==> config.mk <==
export PLATFORM = sky130hd
export DESIGN_NAME = pipelined_ripple_adder
export DESIGN_NICKNAME = d
export VERILOG_FILES = /design/src/rtl/adder_pkg.sv /design/src/rtl/adder_slice.sv /design/src/rtl/pipelined_ripple_adder.sv
export SDC_FILE = /design/constraint.sdc
export NUM_CORES = 1
export LEC_CHECK = 0
export ABC_AREA = 1
export CORE_MARGIN = 2
export CORE_UTILIZATION = 47
export DETAILED_ROUTE_END_ITERATION = 10
export MAX_ROUTING_LAYER = met4
export PLACE_DENSITY_LB_ADDON = 0.2
export SYNTH_ARGS = -nofsm -noshare
export SYNTH_HDL_FRONTEND = slang
export SYNTH_HIERARCHICAL = 1
export SYNTH_SLANG_ARGS = --single-unit
==> constraint.sdc <==
create_clock -name clk -period 2.7 [get_ports clk]
set_input_delay 0.405 -clock clk [delete_from_list [all_inputs] [get_ports clk]]
set_output_delay 0.405 -clock clk [all_outputs]
set_load 0.02 [all_outputs]
==> src/rtl/adder_pkg.sv <==
// Shared slicing helpers and stage control record for the pipelined ripple adder.
package adder_pkg;

  typedef struct packed {
    logic vld;
    logic carry;
  } stage_ctl_t;

  // Bounds of the bit range rippled by stage k; hi < lo marks an empty slice.
  function automatic int slice_lo(input int k, input int slice, input int width);
    int lo;
    lo = k * slice;
    return (lo < width) ? lo : width;
  endfunction

  function automatic int slice_hi(input int k, input int slice, input int width);
    int top;
    top = (k + 1) * slice;
    return ((top < width) ? top : width) - 1;
  endfunction

endpackage

==> src/rtl/adder_slice.sv <==
// Combinational ripple-carry slice: SW full-adder cells chained from cin to cout.
module adder_slice
  import adder_pkg::*;
#(
  parameter int SW = 1
) (
  input  logic [SW-1:0] a,
  input  logic [SW-1:0] b,
  input  logic          cin,
  output logic [SW-1:0] s,
  output logic          cout
);

  logic [SW:0] c;

  always_comb begin
    s    = '0;
    c    = '0;
    c[0] = cin;
    for (int i = 0; i < SW; i++) begin
      s[i]   = a[i] ^ b[i] ^ c[i];
      c[i+1] = (a[i] & b[i]) | (c[i] & (a[i] ^ b[i]));
    end
    cout = c[SW];
  end

endmodule

==> src/rtl/pipelined_ripple_adder.sv <==
// Pipelined ripple-carry adder with a global valid/ready stall.
// Define ADDER_OVF_EN to add the registered signed-overflow output Ovf.
module pipelined_ripple_adder
  import adder_pkg::*;
#(
  parameter int WIDTH  = 8,
  parameter int STAGES = 2
) (
  input  logic             clk,
  input  logic             rst,
  input  logic             in_valid,
  output logic             in_ready,
  input  logic [WIDTH-1:0] A,
  input  logic [WIDTH-1:0] B,
  input  logic             Cin,
  output logic             out_valid,
  input  logic             out_ready,
  output logic [WIDTH-1:0] S,
  output logic             Cout
`ifdef ADDER_OVF_EN
  ,
  output logic             Ovf
`endif
);

  localparam int SLICE = (WIDTH + STAGES - 1) / STAGES;

  logic             adv;
  logic [WIDTH-1:0] a_src   [STAGES];
  logic [WIDTH-1:0] b_src   [STAGES];
  logic [WIDTH-1:0] sum_src [STAGES];
  stage_ctl_t       ctl_src [STAGES];
  logic [WIDTH-1:0] sum_nxt [STAGES];
  stage_ctl_t       ctl_nxt [STAGES];
  logic [WIDTH-1:0] a_p     [STAGES];
  logic [WIDTH-1:0] b_p     [STAGES];
  logic [WIDTH-1:0] sum_p   [STAGES];
  stage_ctl_t       ctl_p   [STAGES];

  // Whole pipe advances together; a held output freezes every stage.
  assign adv      = !out_valid | out_ready;
  assign in_ready = adv;

  for (genvar k = 0; k < STAGES; k++) begin : stg
    localparam int LO = slice_lo(k, SLICE, WIDTH);
    localparam int HI = slice_hi(k, SLICE, WIDTH);

    if (k == 0) begin : g_src
      assign a_src[k]   = A;
      assign b_src[k]   = B;
      assign sum_src[k] = '0;
      assign ctl_src[k] = '{vld: in_valid, carry: Cin};
    end else begin : g_src
      assign a_src[k]   = a_p[k-1];
      assign b_src[k]   = b_p[k-1];
      assign sum_src[k] = sum_p[k-1];
      assign ctl_src[k] = ctl_p[k-1];
    end

    if (HI >= LO) begin : g_add
      logic [HI-LO:0]   s_slice;
      logic             c_slice;
      logic [WIDTH-1:0] merged;

      adder_slice #(.SW(HI - LO + 1)) u_slice (
        .a    (a_src[k][HI:LO]),
        .b    (b_src[k][HI:LO]),
        .cin  (ctl_src[k].carry),
        .s    (s_slice),
        .cout (c_slice)
      );

      always_comb begin
        merged        = sum_src[k];
        merged[HI:LO] = s_slice;
      end

      assign sum_nxt[k] = merged;
      assign ctl_nxt[k] = '{vld: ctl_src[k].vld, carry: c_slice};
    end else begin : g_fwd
      // Empty trailing slice: nothing left to add, just carry the word along.
      assign sum_nxt[k] = sum_src[k];
      assign ctl_nxt[k] = ctl_src[k];
    end

    // ---- stage k register boundary ----
    always_ff @(posedge clk or posedge rst) begin
      if (rst) begin
        a_p[k]   <= '0;
        b_p[k]   <= '0;
        sum_p[k] <= '0;
        ctl_p[k] <= '0;
      end else if (adv) begin
        a_p[k]   <= a_src[k];
        b_p[k]   <= b_src[k];
        sum_p[k] <= sum_nxt[k];
        ctl_p[k] <= ctl_nxt[k];
      end
    end

`ifdef ADDER_OVF_EN
    if (k == STAGES - 1) begin : g_ovf
      logic ovf_p;

      // The final sum is complete here, so overflow is registered alongside it.
      always_ff @(posedge clk or posedge rst) begin
        if (rst) begin
          ovf_p <= 1'b0;
        end else if (adv) begin
          ovf_p <= (a_src[k][WIDTH-1] == b_src[k][WIDTH-1]) &
                   (sum_nxt[k][WIDTH-1] != a_src[k][WIDTH-1]);
        end
      end

      assign Ovf = ovf_p;
    end
`endif
  end

  assign S         = sum_p[STAGES-1];
  assign Cout      = ctl_p[STAGES-1].carry;
  assign out_valid = ctl_p[STAGES-1].vld;

endmodule

==> results.md <==
* Hold_buf cts at 0
* Maximum number of pins on one net before global-route repair at 25
* Number of nets with antenna violations after routing at 0
* Via Count at 906
* Simple-gate area share of the yosys netlist at 25.3%
* Transition time at the pin with the least slew margin at 0.906 ns
* Residual DRC count at 0
* Total of buffers placed on input and output ports at 31
* Clock tree from TritonCTS: done
* Post-route clock skew at 0.00208 ns
* Antenna violations before repair at 0
* Minimum clock period after layout at 2.28 ns
* Endpoint class of the critical path: flip-flop
* Final WS setup at 0.418 ns
* Most common cell after layout, fill and taps aside: sky130_fd_sc_hd__nand2_1
* Total Negative Setup Slacks at 0 ns
* Distinct cell type count after synthesis at 7
* Die height at 54.0 um
* Number of slew-limit violations in the final report at 0
* Static leakage at 0.817 nW
* Clock insertion delay at the later pin of the skew report at 0.31 ns
* Post-detailed-placement half-perimeter wirelength at 1.61 mm
* Signed area change from the synthesized netlist to the final layout at 30.9%
* CTS H-tree lvls at 1
* Pre-CTS setup slack at 0.0795 ns
* Per-cell routed wire length at 11.3 um
* Mean cell area of the mapped netlist at 8.90 um2
* Synth Cell Area at 1170 um2
* Yosys warns at 6
* Power per Cell Area at 664 nW/um2
* Headroom to the max-slew limit at 39.5%
* Initial core utilization at 48.3%
* Total of flip-flops plus latches after synthesis at 24
* Result of the run: finished clean
* Adder and majority gate portion of the synthesized area at 13.6%
* Post-synthesis compound-gate area fraction at 0%
* Critical path class: primary input to flip-flop
* # resized after CTS at 0
* Die Area at 2920 um2
* Proportion of synthesized chip area in sequential cells at 51.1%
* Element type at the critical path start: primary input
* DRT Pass-1 Iters at 4
* Setup violations, final at 0
* Post-synth net total at 161
* Achievable frequency at 0.438 GHz
* Data arrival time at the worst-slack endpoint at 2.54 ns
* Overflow left after global routing at 0
* Via count of the first global-routing pass at 819
* Routed WL at 2.18 mm
* Nets@finish at 194
* Clock slew at the register clock pins of the worst setup and hold paths at 0.13 ns
* Global-route wire length before repair at 3.70 mm
* Max FO, Critical Path at 1
* Max cap viols at 0
* Total CTS buffers at 3
* Number of clock sinks at 24
* Gr usage total at 18.6%
* Gpl congestion at 0.733
* Proportion of layout cells with a drive suffix above 1 at 4.29%
* X dimension of the die at 54.0 um
* Standard cell core area at 2430 um2
* RSZ-0062 raised after global routing: false
* # Post-CTS Setup Buffers at 0
* Required @ worst endpoint at 2.96 ns
* CTS root buf: sky130_fd_sc_hd__clkbuf_4
* Mux contribution to synthesized area at 0%
* XOR/XNOR share of the synthesized area at 0%
* Period utilisation layout at 84.5%
* Mapped Cells at 132
* Number of endpoints with negative hold slack in the final report at 0
* Largest family of logic cells by synthesized area: simple AND/OR/NAND/NOR gates
* Vias per std cell at 4.69
* Hold Crit Class: flip-flop to flip-flop
* I/O Pins at 32
* VDD IR-drop max at 0.000570 V
* Row count at 18
* Most frequent cells in the layout: sky130_fd_sc_hd__nand2_1 (47), sky130_fd_sc_hd__clkdlybuf4s50_1 (31), sky130_fd_sc_hd__dfrtp_1 (24)
* Antenna diode count at 0
* Buffer depth of the longest clock path at 2
* Starting DRC count in detailed routing at 16
-- critical path, stage by stage --
cell and delay, ns:
sky130_fd_sc_hd__clkdlybuf4s50_1 0.43, sky130_fd_sc_hd__fa_1 0.43, sky130_fd_sc_hd__inv_1 0.07, sky130_fd_sc_hd__fa_1 0.16
sky130_fd_sc_hd__inv_1 0.05, sky130_fd_sc_hd__fa_1 0.35, sky130_fd_sc_hd__inv_1 0.07, sky130_fd_sc_hd__fa_1 0.40
sky130_fd_sc_hd__inv_1 0.06, sky130_fd_sc_hd__nand2_1 0.05, sky130_fd_sc_hd__nand2_1 0.06
-- logic make-up after synthesis --
| logic type | count (synthesis) |
|---|---|
| fa+ha+maj | 8 |
| buf+inv | 29 |
| flops | 24 |
| simple gates | 71 |
-- power by group --
group	internal [mW]	switching, mW
Clock	0.0521	0.103
Combinational	0.178	0.194
Sequential	0.440	0.0536
Total	0.670	0.351
-- area by class of cell --
class	instances	area [um2]
Multi-Input combinational cell	79	458
Sequential cell	24	601
Tap cell	30	37.5
Clock buffer	3	22.5
Inverter	23	86.3
Timing Repair Buffer	34	333
Fill cell	230	895
-- state kept, by name, summed over array words and instances (netlist names) --
register / count
S: 8
a_p: 4
b_p: 4
stg.g_add.merged: 4
Cout: 1
ctl_nxt: 1
ctl_p: 1
out_valid: 1
-- stage by stage --
stage / hold slack, ns / cells / instance area, um2 / power (mW) / util [%]
final: 0.487 / 193 / 1540 / 1.02 / 63.2
after global routing: 0.519 / 193 / 1540 / 1.10 / 63.2
after CTS: 0.492 / 193 / 1540 / 1.03 / 63.2
after detailed placement: 0.459 / 190 / 1520 / 0.878 / 62.3
after global placement: 0.446 / 190 / 1520 / 0.864 / 62.3
after floorplan: 0.420 / 132 / 1170 / 0.705 / -
-- synthesized netlist by cell type (all sizes together) --
library cell	n	share of area, %
inv	23	7.3
fa	8	14
nand2	48	16
nand3	23	9.8
dfrtp	24	51
buf	6	2.6
-- routing by layer --
layer	wire, um	part of all wire (%)	track usage [%]	up-vias
li1	-	-	-	454
met1	974	45	23.8	429
met2	1100	50	29.3	23
met3	106	4.9	5.00	0
met4	0	0	5.00	0
met5	0	0	-	-
-- path summary, 6_finish.rpt --
kind	startpoint	end	slack, ns	cells after the start
worst max-delay path	A[0]	stg[1].g_add.merged[3]$_DFFE_PP0P_	0.42	11
worst min-delay path	stg[1].g_add.merged[3]$_DFFE_PP0P_	S[3]$_DFFE_PP0P_	0.49	2
worst max register to register	a_p[12]$_DFFE_PP0P_	S[7]$_DFFE_PP0P_	0.49	10
worst min register to register	stg[1].g_add.merged[3]$_DFFE_PP0P_	S[3]$_DFFE_PP0P_	0.49	2
max in group asynchronous	rst	S[7]$_DFFE_PP0P_	1.57	2
min in group asynchronous	rst	b_p[14]$_DFFE_PP0P_	0.58	2
Power figures use the tool's default switching activity.
